--- config.mk ---
export PLATFORM = sky130hd
export DESIGN_NAME = spi_slave_flat
export DESIGN_NICKNAME = d
export VERILOG_FILES = /design/src/rtl/spi_slave_if.sv /design/src/rtl/spi_slave.sv /design/src/flat_wrapper.sv
export SDC_FILE = /design/constraint.sdc
export NUM_CORES = 1
export LEC_CHECK = 0
export BUFFER_PORTS_ARGS = -buffer_cell sky130_fd_sc_hd__buf_4
export CAP_MARGIN = 40
export CORE_ASPECT_RATIO = 1.5
export CORE_MARGIN = 2
export CORE_UTILIZATION = 35
export CTS_CLUSTER_DIAMETER = 80
export DETAILED_ROUTE_END_ITERATION = 8
export GPL_TIMING_DRIVEN = 1
export PLACE_DENSITY = 0.6
export RECOVER_POWER = 50
export SLEW_MARGIN = 0
export SYNTH_ARGS = -nofsm -noshare
export SYNTH_HDL_FRONTEND = slang
export SYNTH_SLANG_ARGS = --single-unit
--- constraint.sdc ---
create_clock -name clk_i -period 1.5 [get_ports clk_i]
set_input_delay 0.075 -clock clk_i [delete_from_list [all_inputs] [get_ports clk_i]]
set_output_delay 0.075 -clock clk_i [all_outputs]
set_load 0.03 [all_outputs]
--- src/rtl/spi_slave_if.sv ---
// spi_slave_if: host-side and SPI-pin signals of the SPI responder
interface spi_slave_if #(
    parameter int DATA_WIDTH = 8
);
    logic [DATA_WIDTH-1:0] din_i;
    logic                  load_i;
    logic [DATA_WIDTH-1:0] dout_o;
    logic                  rx_done_tick_o;
    logic                  busy_o;
    logic                  sclk_i;
    logic                  ss_ni;
    logic                  mosi_i;
    logic                  miso_o;
    modport slave (
        input  din_i, load_i, sclk_i, ss_ni, mosi_i,
        output dout_o, rx_done_tick_o, busy_o, miso_o
    );
    modport master (
        output din_i, load_i, sclk_i, ss_ni, mosi_i,
        input  dout_o, rx_done_tick_o, busy_o, miso_o
    );
endinterface

--- src/rtl/spi_slave.sv ---
// spi_slave: mode-0 MSB-first SPI responder oversampling sclk/ss_n/mosi on clk_i
module spi_slave #(
    parameter int DATA_WIDTH  = 8,
    parameter int SYNC_STAGES = 2
) (
    input logic        clk_i,
    input logic        rst_i,
    spi_slave_if.slave bus
);
    localparam int CW = $clog2(DATA_WIDTH);
    localparam logic [CW-1:0] LAST = CW'(DATA_WIDTH - 1);

    typedef enum logic {IDLE, ACTIVE} state_t;

    state_t                r_state, w_next;
    logic [SYNC_STAGES-1:0] r_sclk_s, r_ss_s, r_mosi_s;
    logic                  r_sclk_h, r_ss_h;
    logic [DATA_WIDTH-1:0] r_tx_buf, r_tx_sh, r_rx_sh, r_dout;
    logic [CW-1:0]         r_cnt;
    logic                  r_tick;
    logic                  w_sclk, w_ss, w_mosi;
    logic                  w_sclk_rise, w_sclk_fall, w_ss_fall, w_ss_rise;
    logic [DATA_WIDTH-1:0] w_rx_next;

    assign w_sclk      = r_sclk_s[SYNC_STAGES-1];
    assign w_ss        = r_ss_s[SYNC_STAGES-1];
    assign w_mosi      = r_mosi_s[SYNC_STAGES-1];
    assign w_sclk_rise = w_sclk & ~r_sclk_h;
    assign w_sclk_fall = ~w_sclk & r_sclk_h;
    assign w_ss_fall   = ~w_ss & r_ss_h;
    assign w_ss_rise   = w_ss & ~r_ss_h;
    assign w_rx_next   = {r_rx_sh[DATA_WIDTH-2:0], w_mosi};

    always_ff @(posedge clk_i) begin
        if (!rst_i) r_state <= IDLE;
        else r_state <= w_next;
    end

    always_comb begin
        w_next = (r_state == IDLE) ? (w_ss_fall ? ACTIVE : IDLE) : (w_ss_rise ? IDLE : ACTIVE);
    end

    always_comb begin
        bus.busy_o = (r_state == ACTIVE);
        bus.miso_o = (r_state == ACTIVE) && r_tx_sh[DATA_WIDTH-1];
    end

    // sync/history flops reset to idle levels so leaving reset never looks like an edge
    always_ff @(posedge clk_i) begin
        if (!rst_i) begin
            r_sclk_s <= '0;
            r_ss_s   <= '1;
            r_mosi_s <= '0;
            r_sclk_h <= 1'b0;
            r_ss_h   <= 1'b1;
            r_tx_buf <= '0;
            r_tx_sh  <= '0;
            r_rx_sh  <= '0;
            r_dout   <= '0;
            r_cnt    <= '0;
            r_tick   <= 1'b0;
        end else begin
            r_sclk_s <= {r_sclk_s[SYNC_STAGES-2:0], bus.sclk_i};
            r_ss_s   <= {r_ss_s[SYNC_STAGES-2:0], bus.ss_ni};
            r_mosi_s <= {r_mosi_s[SYNC_STAGES-2:0], bus.mosi_i};
            r_sclk_h <= w_sclk;
            r_ss_h   <= w_ss;
            r_tick   <= 1'b0;
            if (bus.load_i) r_tx_buf <= bus.din_i;
            if (r_state == IDLE) begin
                if (w_ss_fall) begin
                    r_tx_sh <= bus.load_i ? bus.din_i : r_tx_buf;
                    r_cnt   <= '0;
                end
            end else if (w_ss_rise) begin
                r_cnt <= '0;
            end else begin
                if (w_sclk_rise) begin
                    r_rx_sh <= w_rx_next;
                    r_cnt   <= (r_cnt == LAST) ? '0 : r_cnt + CW'(1);
                    if (r_cnt == LAST) begin
                        r_dout <= w_rx_next;
                        r_tick <= 1'b1;
                    end
                end
                // a fall at count 0 is a frame boundary: stream the buffer into the next frame
                if (w_sclk_fall) r_tx_sh <= (r_cnt != '0) ? r_tx_sh << 1 : r_tx_buf;
            end
        end
    end

    assign bus.dout_o         = r_dout;
    assign bus.rx_done_tick_o = r_tick;
endmodule

--- src/flat_wrapper.sv ---
// flat-port wrapper written by rule: the top's interface ports become plain ports
module spi_slave_flat 
#(
    parameter int DATA_WIDTH  = 8,
    parameter int SYNC_STAGES = 2
)
  (clk_i, rst_i, bus_din_i, bus_load_i, bus_sclk_i, bus_ss_ni, bus_mosi_i, bus_dout_o, bus_rx_done_tick_o, bus_busy_o, bus_miso_o);
  spi_slave_if #(.DATA_WIDTH(DATA_WIDTH)) bus_i ();
  input logic clk_i;
  input logic rst_i;
  input wire logic [$bits(bus_i.din_i)-1:0] bus_din_i;
  input wire logic [$bits(bus_i.load_i)-1:0] bus_load_i;
  input wire logic [$bits(bus_i.sclk_i)-1:0] bus_sclk_i;
  input wire logic [$bits(bus_i.ss_ni)-1:0] bus_ss_ni;
  input wire logic [$bits(bus_i.mosi_i)-1:0] bus_mosi_i;
  output wire logic [$bits(bus_i.dout_o)-1:0] bus_dout_o;
  output wire logic [$bits(bus_i.rx_done_tick_o)-1:0] bus_rx_done_tick_o;
  output wire logic [$bits(bus_i.busy_o)-1:0] bus_busy_o;
  output wire logic [$bits(bus_i.miso_o)-1:0] bus_miso_o;
  assign bus_i.din_i = bus_din_i;
  assign bus_i.load_i = bus_load_i;
  assign bus_i.sclk_i = bus_sclk_i;
  assign bus_i.ss_ni = bus_ss_ni;
  assign bus_i.mosi_i = bus_mosi_i;
  assign bus_dout_o = bus_i.dout_o;
  assign bus_rx_done_tick_o = bus_i.rx_done_tick_o;
  assign bus_busy_o = bus_i.busy_o;
  assign bus_miso_o = bus_i.miso_o;
  spi_slave #(.DATA_WIDTH(DATA_WIDTH), .SYNC_STAGES(SYNC_STAGES)) u_core (.clk_i(clk_i), .rst_i(rst_i), .bus(bus_i));
endmodule
==> run summary, run 1 <==
The largest net degree at the start of global routing came out at 20. The worst setup path is launched from a register. The type of the tightest min-delay check is input port to register. The final net count came out at 243. The routed wirelength normalized by instance count is 11.48 um. Measured against its own limit, the worst slew margin works out to 75.30%. The synthesized area divided by synthesized cell count is 9.501 sq um. The run finished with clean final reports. The cell at the root of the clock tree is clkbuf_8. The longest clock path from root to sink contains 2 buffers. The clock-pin transition on the worst setup and hold timing paths came out at 80 ps. Measured in cells, the most critical reg-to-reg path has a length of 8. The worst hold path endpoint is u_core.r_ss_h$_SDFF_PN1_. The wire length reported by the detailed router is 3363 um. TritonCTS built the clock tree. The synthesized netlist contains 29 unique library cells. After synthesis, flip-flops and latches occupy 49.58% of the total area. The met1 usage came out at 13.39%.

The total I/O pin count came out at 25. Yosys mapped a number of flops with a built-in enable equal to 0. The total routing resource utilization after global routing is 12.32%.

The synthesized design spends more area on one cell type than any other, namely dfxtp_1. The total overflow reported by the global router came out at 0. The first detailed-routing pass took 4 iterations. The slew at the pin with the worst max-slew slack is 372.2 ps. Buffers inserted during clock tree synthesis total 5. The port buffer count came out at 24.

The met3 routing resource usage after global routing came out at 2.974%. The placeable core region came out at 4848 sq um. The share of the clock period used by the worst path after layout came out at 96.12%. The most common cell in the synthesized netlist is dfxtp_1. The initial antenna violation count came out at 0. The critical path goes through buf_4 > ha_4 > ha_4 > nand4_1 > buf_6 > clkbuf_16 > mux2i_1 > nor2_1. The latest clock arrival within the worst-skew pair is 290 ps. The area share of the largest cell type after synthesis is 49.58%. The die is 62.18 um wide. The number of hold violations in the final report was 0. For this block, the via count after detailed routing is 1,391. Yosys attributes the largest share of cell area to dfxtp_1 50%, mux2i_1 13%, nor2_1 5.7%. In this run, the number of DRC markers left after iteration 0 of detailed routing was 40.

The reg-to-reg setup timing slack is 60 ps. The endpoint type of the worst setup path is a register. Once the floorplan was initialized, standard cells occupied 36.65% of the core. The most utilized layer in the global route result is met2.

The family with the most delay on the worst path is buffers and inverters. Measured along the y axis, the die boundary spans 91.26 um. The placer's final routability congestion estimate is 0.6938.

The maximum fanout count along the critical path came out at 4. Setup violations remaining at the end of the flow were counted as 0. The origin of the critical flop-to-flop path is u_core.r_cnt[0]$_SDFFE_PN0P_.

The setup slack after layout is 58.21 ps. The antenna diode count is 0. The maximum ir drop on the vdd rail is 374.2 uV. The H-tree depth is 2. The number of global-route vias before repair is 1,294. The synthesized design contains 44 register bits. The fraction of final layout cells sized beyond drive strength 1 is 22.03%. The max-capacitance violation count came out at 0. The Yosys warning count is 0. The analysis attributes to cell leakage a power of 0.9982 nW. The worst-case clock skew is 6.967 ps. The max-slew violation count came to 0.

Counting flops with an async set or reset pin after synthesis yields a share of 0%. From synthesis to final layout, the design area changed by 27.39%. The startpoint of the most critical hold path is rst_i. The met2 usage in global routing is 22.10%. The floorplan step defined a die boundary enclosing 5674 sq um. The post-route setup TNS came out at 0 ps. The post-layout minimum cycle time is 1442 ps. The cell that appears most often on the critical path is ha_4. The critical path is of the register to register type. In the synthesized netlist the dominant register cell turns out to be dfxtp_1. After synthesis, the most frequently instantiated cells are 44 x dfxtp_1, 27 x nor2_1, 23 x mux2i_1. The slowest stage of the critical path belongs to the cell dfxtp_2. The delay of the slowest critical-path stage is 320 ps. The HPWL after detailed placement is 2207 um.

The arrival time of the worst setup path is 1620 ps. The critical register-to-register path endpoint is u_core.bus.dout_o[1]$_SDFFE_PN0P_. The remaining antenna violation count after routing came out at 0. The instance count along the most critical hold path is 2.

The critical path buffer and inverter count is 3. The wire length of the first global-routing pass came out at 5658 um. The achievable clock frequency is 693.6 MHz.

The count of unresolved DRC violations after routing came out at 0. After filler insertion, the fill cell instance count of the layout stands at 494. Summing every instance area after synthesis gives 1777 sq um. The synthesized net count came out at 204. The number of sinks handled by clock tree synthesis is 44.

OpenSTA, run right after detailed placement, puts the worst setup slack at -75.66 ps. At the worst endpoint, the required time is 1680 ps. Dividing the detail-routed via count by the number of cells gives 4.747.

The number of standard cells after synthesis is 187. After floorplanning, the core was divided into 31 placement rows. The power per unit of standard cell area came out at 950.2 nW/um^2.
## cells in the final DEF (no fill, tap or decap), types with 2 or more instances in the layout
cell           Yosys  final
a311o_1            6      6
inv_1              3      3
nand2b_1           4      3
dfxtp_1           44     40
clkbuf_8           0      6
dlygate4sd3_1      0      3
o21ai_0            3      3
mux2i_1           23     23
nand4_1            2      2
nand3_1            4      4
nand2_1           20     20
buf_4              0     23
clkbuf_1           6     11
clkbuf_4           0      2
nor2_1            27     27
and2_1             6      5
a21oi_1           11     11
dfxtp_2            0      3
and2b_1            3      3
a311oi_1           2      2
ha_4               0      2
nor2b_1            6      4
## cells by family (layout without fill, tap and decap cells)
family / Yosys count / in the layout / share of synthesized area [%]
buffers and inverters: 14 / 53 / 3.943
DFF: 44 / 44 / 49.58
adders and majority gates: 3 / 3 / 2.113
muxes: 23 / 23 / 12.96
and+or+nand+nor: 81 / 82 / 23.10
AOI/OAI and AO/OA: 22 / 22 / 8.310
## power by group
part	internal (mW)	switching (mW)
logic	0.0886	0.0865
clock network	0.376	0.384
registers	1.20	0.0164
total	1.66	0.487
## per-stage QoR
step | utilization, % | hold WS, ps | cell area, sq um | power (mW) | cells
2_1_floorplan | - | 144.0 | 1782 | 1.352 | 187
3_3_place_gp | 43.12 | 257.0 | 2091 | 1.411 | 279
4_1_cts | 45.70 | 22.14 | 2216 | 2.179 | 290
5_1_grt | 46.68 | 23.92 | 2263 | 2.258 | 293
6_report | 46.68 | 18.77 | 2263 | 2.151 | 293
3_5_place_dp | 43.12 | 262.8 | 2091 | 1.412 | 279
## worst max-delay path by stage
stage	startpoint	endpoint	slack, ps	cells after the start
after detailed placement	u_core.r_cnt[0]$_SDFFE_PN0P_	u_core.r_tx_sh[5]$_SDFFE_PN0P_	-80	6
final	u_core.r_cnt[0]$_SDFFE_PN0P_	u_core.bus.dout_o[1]$_SDFFE_PN0P_	60	8
after global placement	u_core.r_cnt[0]$_SDFFE_PN0P_	u_core.r_tx_sh[5]$_SDFFE_PN0P_	-40	6
after global routing	u_core.bus.busy_o$_SDFF_PN0_	u_core.r_tx_sh[5]$_SDFFE_PN0P_	-20	5
after CTS	u_core.r_cnt[0]$_SDFFE_PN0P_	u_core.r_cnt[1]$_SDFFE_PN0P_	20	5
after floorplan	u_core.bus.busy_o$_SDFF_PN0_	u_core.r_tx_sh[3]$_SDFFE_PN0P_	-150	6
## worst register-to-register path, stage by stage, from the launching register on
cell and delay, ps:
dfxtp_2 320, buf_4 140, ha_4 160, ha_4 150, nand4_1 80, buf_6 130
clkbuf_16 130, mux2i_1 170, nor2_1 50
## timing repair
action                                 4_1_cts  5_1_grt
endpoints found under the hold margin        3        0
gates cloned                                 0        2
buffers inserted                             0        1
setup endpoints to repair                    6       16
gates resized for setup                      1       12
pin swaps                                    0        1
hold buffers                                 3        0
## flip-flops by register name, summed over array words and instances, names as in the netlist
register                   cells
u_core.bus.busy_o              1
u_core.r_rx_sh                 7
u_core.r_cnt                   3
u_core.bus.dout_o              8
u_core.r_sclk_s                2
u_core.r_ss_h                  1
u_core.r_mosi_s                2
u_core.bus.rx_done_tick_o      1
u_core.r_ss_s                  2
u_core.r_tx_buf                8
u_core.r_tx_sh                 8
u_core.r_sclk_h                1
## metal layers
metal | wire length (um) | vias up | share of wire [%]
li1 | - | 714 | -
met1 | 1499 | 645 | 45
met2 | 1661 | 27 | 49
met3 | 129 | 5 | 3.8
met4 | 73 | 0 | 2.2
met5 | 0 | - | 0
## cell type report
class,instances,area [sq um],area share [%]
clock buffers,7,86.33,3.814
clock inverters,1,6.256,0.2764
inverters,4,15.01,0.6634
multi-input cells,130,873.3,38.58
flip-flops and latches,44,888.4,39.25
well taps,66,82.58,3.648
repair buffers,41,311.5,13.76
Power figures use the tool's default switching activity.
==> inputs of run 2 (changes only) <==
--- a/config.mk
+++ b/config.mk
@@ -15,6 +15,7 @@
 export GPL_TIMING_DRIVEN = 1
 export PLACE_DENSITY = 0.6
 export RECOVER_POWER = 50
+export REMOVE_ABC_BUFFERS = 1
 export SLEW_MARGIN = 0
 export SYNTH_ARGS = -nofsm -noshare
 export SYNTH_HDL_FRONTEND = slang
==> run 2 against run 1 <==
Effect of this change: core utilization grew 2.7 points; routed wire length grew 3.7%; sequential power is essentially flat; critical path type unchanged; largest cell class is now multi-input combinational cells.
==> run summary, run 2 (same netlist as run 1, synthesis figures left out) <==
The number of global-route vias before repair is 1,317 (+1.8%). The number of clock buffers inserted by TritonCTS came out at 5 (unchanged). The maximum ir drop on the vdd rail was 586.9 uV (+57%).

The filler cell count in the final layout was 474 (-4.0%). The cell internal power dissipation came to 1.793 mW (+7.8%). The flow ran to the end, and the final reports show no timing, DRC or antenna violations. The delay of the slowest critical-path stage is 390 ps (+70 ps). The worst setup slack after placement is -169.2 ps (-93.56 ps). The worst setup path is captured at a register.

The effective utilization at floorplan is 36.65% (unchanged). The max-slew violation count came out at 0 (unchanged). The achievable clock frequency is 670.3 MHz (-3.4%). The critical path starts at u_core.bus.busy_o$_SDFF_PN0_. The worst-case clock skew came out at 5.592 ps (-1.375 ps). The area occupied by registers came out at 889.6 sq um (+0.14%). The slew at the pin with the worst max-slew slack was 446.5 ps (+74.38 ps). The number of setup violations in the final report is 0 (unchanged).

The routed wirelength normalized by instance count is 11.78 um (+2.6%). The max-capacitance violation count came out at 0 (unchanged). The wire length reported by the detailed router came out at 3486 um (+3.7%).

The port buffer count is 24 (unchanged). The worst setup path is launched from a register. The total routing resource utilization after global routing is 12.42% (+0.10 points).

Traced cell by cell, the critical path runs through or3b_4 > and3_4 > a311o_1 > a21oi_1. The latest clock arrival within the worst-skew pair was 290 ps (about the same). The H-tree depth came out at 2 (unchanged). The switching portion of total power is 22.00% (-0.66 points). The setup slack after layout is 8.061 ps (-50.15 ps). The number of sinks handled by clock tree synthesis was 44 (unchanged). The relative contribution of the clock network to total power is 38.7% (+3.4 points).

The final standard cell count with taps included and fillers excluded is 296 (+1.0%). The largest individual stage delay along the critical path comes from the cell or3b_4. The fraction of final layout cells sized beyond drive strength 1 is 28.26% (+6.2 points).

The number of vias per cell after detailed routing is 4.689 (-1.2%). The area taken by multi-input logic gates came out at 913.4 sq um (+4.6%). The final net count came out at 246 (+1.2%). The routed via count came out at 1,388 (-0.22%). The HPWL after detailed placement is 2274 um (+3.0%). The net switching power of the design is 0.5059 mW (+3.8%).

The TritonCTS clock tree is yes. The most common cell after layout, fill and taps aside is dfxtp_1. The tree is rooted in a clkbuf_8. The number of hold violations in the final report was 0 (unchanged).

The sequential share of power was 52.8% (-3.7 points). The number of DRC markers after the initial detailed-route iteration came to 66 (+65%). The arrival time of the worst setup path came out at 1710 ps (+90 ps). The clock-pin transition on the worst setup and hold timing paths came out at 80 ps (about the same). The instance count along the most critical hold path is 2 (unchanged). The startpoint identified for the worst register-to-register timing path is u_core.bus.busy_o$_SDFF_PN0_. The utilization after layout came out at 49.34% (+2.7 points). The critical path required time came to 1720 ps (+40 ps).

The worst hold path terminates at u_core.r_ss_h$_SDFF_PN1_. The worst hold-check slack came to 17.19 ps (-1.580 ps). The category of the critical setup timing path is register to register. The reg-to-reg setup timing slack came to 8 ps (-50 ps). The initial antenna violation count is 0 (unchanged). The count of unresolved DRC violations after routing is 0 (unchanged).

The antenna diode count is 0 (unchanged). The part of the power in combinational logic is 8.5% (+0.4 points). The maximum fanout count along the critical path is 6 (+2). The largest net degree at the start of global routing came out at 24 (+20%). The power per unit of standard cell area came to 961.0 nW/um^2 (+1.1%).

The total overflow reported by the global router is 0 (unchanged). Setup repair after global routing could not meet its margin everywhere. The critical register-to-register path endpoint is u_core.r_tx_sh[5]$_SDFFE_PN0P_. The total I/O pin count is 25 (unchanged). In the layout the commonest cells are 41 x dfxtp_1, 31 x buf_4, 27 x nor2_1. The tightest min-delay check is of the input port to register type. The remaining antenna violation count after routing is 0 (unchanged). The placer's final routability congestion estimate came out at 0.7764 (+12%). The post-route total power came out at 2.299 mW (+6.9%).

The number of cells after detailed placement is 278 (-0.36%). The count of TritonRoute iterations in the first routing pass came out at 4 (unchanged). The worst relative slew slack is 70.05% (-5.2 points). The depth of the worst register-to-register path is 4 (-4). The floorplan row count came out at 31 (unchanged). The number of buffers between clock root and the deepest sink is 2 (unchanged). The static leakage is 1.062 nW (+6.4%). The post-layout minimum cycle time came out at 1492 ps (+50.15 ps). Relative to the synthesized area, the layout overhead comes to 34.65%. The wire length of the first global-routing pass is 5747 um (+1.6%). In this run the most critical hold path is launched from rst_i. The die height is 91.26 um (unchanged). The area of the die came to 5674 sq um (unchanged). The die span in x is 62.18 um (unchanged).

The placeable core region came to 4848 sq um (unchanged). The share of the clock period used by the worst path after layout came out at 99.46% (+3.3 points).
[run 2: final cells by class]
class                      count  share of cell area (%)
multi-input combinational    130                   38.18
timing repair buffer          44                   15.90
clock inverter                 3                   1.778
inverter                       4                  0.6276
sequential                    44                   37.19
clock buffer                   5                   2.877
tap                           66                   3.452
[run 2: repair_timing]
action,CTS,global route
hold buffers,3,0
buffers inserted,3,2
gates cloned,0,2
endpoints found under the hold margin,3,0
resized for setup,3,20
setup endpoints to repair,8,17
pin swaps,0,18
[run 2: worst max-delay path by stage]
stage	endpoint	cells past startpoint	slack, ps
after floorplan	u_core.r_cnt[1]$_SDFFE_PN0P_	3	-480
after global placement	u_core.r_tx_sh[1]$_SDFFE_PN0P_	6	-110
after detailed placement	u_core.r_tx_sh[1]$_SDFFE_PN0P_	6	-170
after CTS	u_core.r_tx_sh[1]$_SDFFE_PN0P_	4	-2
after global routing	u_core.bus.dout_o[7]$_SDFFE_PN0P_	7	-40
final	u_core.r_tx_sh[5]$_SDFFE_PN0P_	4	8
[run 2: per-layer routing]
layer / up-vias / wire length [um] / GRT usage [%]
met5: - / 0 / 0
met3: 4 / 125 / 3.470
met2: 22 / 1881 / 21.83
met1: 642 / 1444 / 14.09
li1: 720 / - / -
met4: 0 / 35 / 5.000
[run 2: critical path: cells and delay by family (launching register included)]
family | cells | cell delay [ps]
AO/OA/AOI/OAI | 2 | 480
flip-flops | 1 | 360
AND/OR/NAND/NOR | 2 | 590
[run 2: stage by stage]
stage	cell area, sq um	setup TNS (ps)
final	2392	0
after global routing	2392	-324.7
after CTS	2265	-1.565
after detailed placement	2092	-911.3
after global placement	2092	-491.5
after floorplan	1722	-7765
[run 2: power groups by stage]
stage / Combinational (mW) / Sequential [mW] / Clock [mW]
CTS: 0.186 / 1.22 / 0.919
detailed placement: 0.174 / 1.24 / 0
finish: 0.195 / 1.21 / 0.891
floorplan: 0.0878 / 1.25 / 0
global placement: 0.172 / 1.24 / 0
global route: 0.218 / 1.22 / 0.962
==> inputs of run 3 (changes only) <==
--- a/config.mk
+++ b/config.mk
@@ -13,6 +13,7 @@
 export CTS_CLUSTER_DIAMETER = 80
 export DETAILED_ROUTE_END_ITERATION = 8
 export GPL_TIMING_DRIVEN = 1
+export MAX_ROUTING_LAYER = met4
 export PLACE_DENSITY = 0.6
 export RECOVER_POWER = 50
 export REMOVE_ABC_BUFFERS = 1
==> run 3 against run 2 <==
Effect of this change: clock skew decreased by 1.6 ps; core utilization unchanged; count of clock-buffer cells in the layout unchanged; critical path depth unchanged; fmax about the same; non-clock buffer count unchanged; die area unchanged; via count about the same; routed wire length about the same; critical path type unchanged; critical endpoint unchanged; largest power group unchanged; highest routed layer unchanged.
==> run summary, run 3 (same netlist as run 1, synthesis figures left out) <==
The initial antenna violation count is 0 (unchanged). The remaining antenna violation count after routing is 0 (unchanged). The largest net degree at the start of global routing is 24 (unchanged).

The flow ran to the end, and the final reports show no timing, DRC or antenna violations. The met1 layer wirelength in the final routing came to 1448 um (+0.28%). In this run the critical register-to-register path is launched from u_core.bus.busy_o$_SDFF_PN0_. The met3 routed wirelength was 122 um (-2.4%). The cell at the root of the clock tree is clkbuf_8. The latest clock arrival within the worst-skew pair came out at 290 ps (about the same). The fraction of final layout cells sized beyond drive strength 1 came out at 28.26% (unchanged). The routed via count was 1,389 (+0.072%). The number of sinks handled by clock tree synthesis is 44 (unchanged).

Leaving out fill and tap cells, the most frequent cell in the layout is dfxtp_1. The setup slack after layout is 7.935 ps (-0.1261 ps). The final design area excluding fillers came out at 2392 sq um (unchanged).

The number of hold violations in the final report came out at 0 (unchanged). The total overflow reported by the global router came out at 0 (unchanged). The effective utilization at floorplan came out at 36.65% (unchanged).

The timing endpoint of the critical path is u_core.r_tx_sh[5]$_SDFFE_PN0P_. The wire length reported by the detailed router came out at 3488 um (about the same). The power per unit of standard cell area is 959.5 nW/um^2 (-0.16%). The met2 layer wire length in the routed design was 1889 um (+0.43%). The worst-case clock skew is 4.003 ps (-1.589 ps).

The post-route setup TNS is 0 ps (unchanged). The antenna diode count came out at 0 (unchanged). The floorplan row count was 31 (unchanged). The worst hold-check slack is 18.33 ps (+1.136 ps).

The endpoint type of the worst setup path is a register. The critical path required time is 1720 ps (about the same). The maximum fanout count along the critical path is 6 (unchanged). The clock-pin transition on the worst setup and hold timing paths is 80 ps (about the same). Setup repair after global routing could not meet its margin everywhere. The filler cell count in the final layout came out at 474 (unchanged). The total I/O pin count came out at 25 (unchanged). The relative area change from synthesis to final layout came to 34.65% (unchanged).

The worst relative slew slack is 69.50% (-0.54 points). The placeable core region is 4848 sq um (unchanged). The port buffer count was 24 (unchanged).

The max-capacitance violation count is 0 (unchanged). The topmost layer with routed signal wires is met4. The number of global-route vias before repair is 1,322 (+0.38%). The worst setup slack after placement was -169.2 ps (unchanged). The final net count came out at 246 (unchanged). In this run the critical register-to-register path is captured at u_core.r_tx_sh[5]$_SDFFE_PN0P_. The total routing resource utilization after global routing came out at 12.77% (+0.35 points). The slew at the pin with the worst max-slew slack came to 454.6 ps (+8.091 ps). The number of setup violations in the final report came to 0 (unchanged).

The startpoint of the most critical hold path is rst_i. The placer's final routability congestion estimate is 0.7871 (+1.4%). The number of buffers between clock root and the deepest sink came out at 2 (unchanged). The launch point of the worst path is u_core.bus.busy_o$_SDFF_PN0_.

The routed wirelength normalized by instance count came out at 11.78 um (about the same). The achievable clock frequency was 670.2 MHz (about the same). The HPWL after detailed placement was 2274 um (unchanged). The worst setup path is launched from a register. The die span in x came to 62.18 um (unchanged).

The depth of the worst register-to-register path was 4 (unchanged). The area of the die was 5674 sq um (unchanged). The die height is 91.26 um (unchanged). The wire length of the first global-routing pass came out at 5754 um (+0.12%).

The post-layout minimum cycle time came out at 1492 ps (+0.1261 ps). The arrival time of the worst setup path is 1710 ps (about the same). The reg-to-reg setup timing slack is 8 ps (about the same). The number of clock buffers inserted by TritonCTS is 5 (unchanged).

The H-tree depth came out at 2 (unchanged). The category of the critical setup timing path is register to register. The max-slew violation count came to 0 (unchanged). The share of the clock period used by the worst path after layout is 99.47% (about the same).

The min-delay analysis places its worst path in the category input port to register. The static leakage is 1.062 nW (unchanged). The post-route total power came out at 2.295 mW (-0.16%).

The number of vias per cell after detailed routing is 4.693 (about the same). The count of unresolved DRC violations after routing is 0 (unchanged). The total placed instance area came to 2092 sq um (unchanged). The maximum ir drop on the vdd rail came out at 586.7 uV (about the same).

The count of TritonRoute iterations in the first routing pass is 4 (unchanged). The number of DRC markers after the initial detailed-route iteration is 56 (-15%). In the layout the commonest cells are 41 x dfxtp_1, 31 x buf_4, 27 x nor2_1.

TritonCTS built the clock tree.
[run 3: cell counts in the layout (fill, tap and decap cells not counted)]
Identical to the previous run, type by type.
[run 3: worst min path at each step]
stage                                        to  slack (ps)  depth (start not counted)
floorplan              u_core.r_ss_h$_SDFF_PN1_         140                          1
global placement    u_core.r_ss_s[0]$_SDFF_PN1_         280                          2
detailed placement  u_core.r_ss_s[0]$_SDFF_PN1_         270                          2
CTS                    u_core.r_ss_h$_SDFF_PN1_          10                          2
global route        u_core.r_ss_s[1]$_SDFF_PN1_          20                          2
finish                 u_core.r_ss_h$_SDFF_PN1_          20                          2
[run 3: routing by layer]
layer	global-route usage (%)	vias to the layer above
met2	21.83	22
met5	-	-
met1	14.09	644
met4	5.000	0
li1	-	721
met3	3.470	2
[run 3: final cells by class]
cell class                 instances  area (sq um)  area share [%]
tap                               66         82.58           3.452
timing repair buffer              44         380.4           15.90
clock buffer                       5         68.82           2.877
sequential                        44         889.6           37.19
inverter                           4         15.01          0.6276
clock inverter                     3         42.54           1.778
multi-input combinational        130         913.4           38.18
[run 3: critical path: stages (launching register included)]
cell,delay (ps)
dfxtp_4,360
or3b_4,390
and3_4,200
a311o_1,330
a21oi_1,150
[run 3: per-stage QoR]
step | utilization (%) | std cells
6_report | 49.34 | 296
5_1_grt | 49.34 | 296
4_1_cts | 46.71 | 292
3_5_place_dp | 43.15 | 278
3_3_place_gp | 43.15 | 278
2_1_floorplan | - | 177
[run 3: where the power goes]
group | leakage, nW | internal (mW) | switching, mW
registers | 0.360 | 1.20 | 0.0165
logic | 0.648 | 0.103 | 0.0914
clock network | 0.0541 | 0.493 | 0.394
[run 3: repair_timing]
item / CTS / global route
resized for setup: 3 / 20
hold endpoints to repair: 3 / 0
setup endpoints to repair: 8 / 17
hold buffers: 3 / 0
buffers inserted: 3 / 2
pin swaps: 0 / 19
cloned: 0 / 2
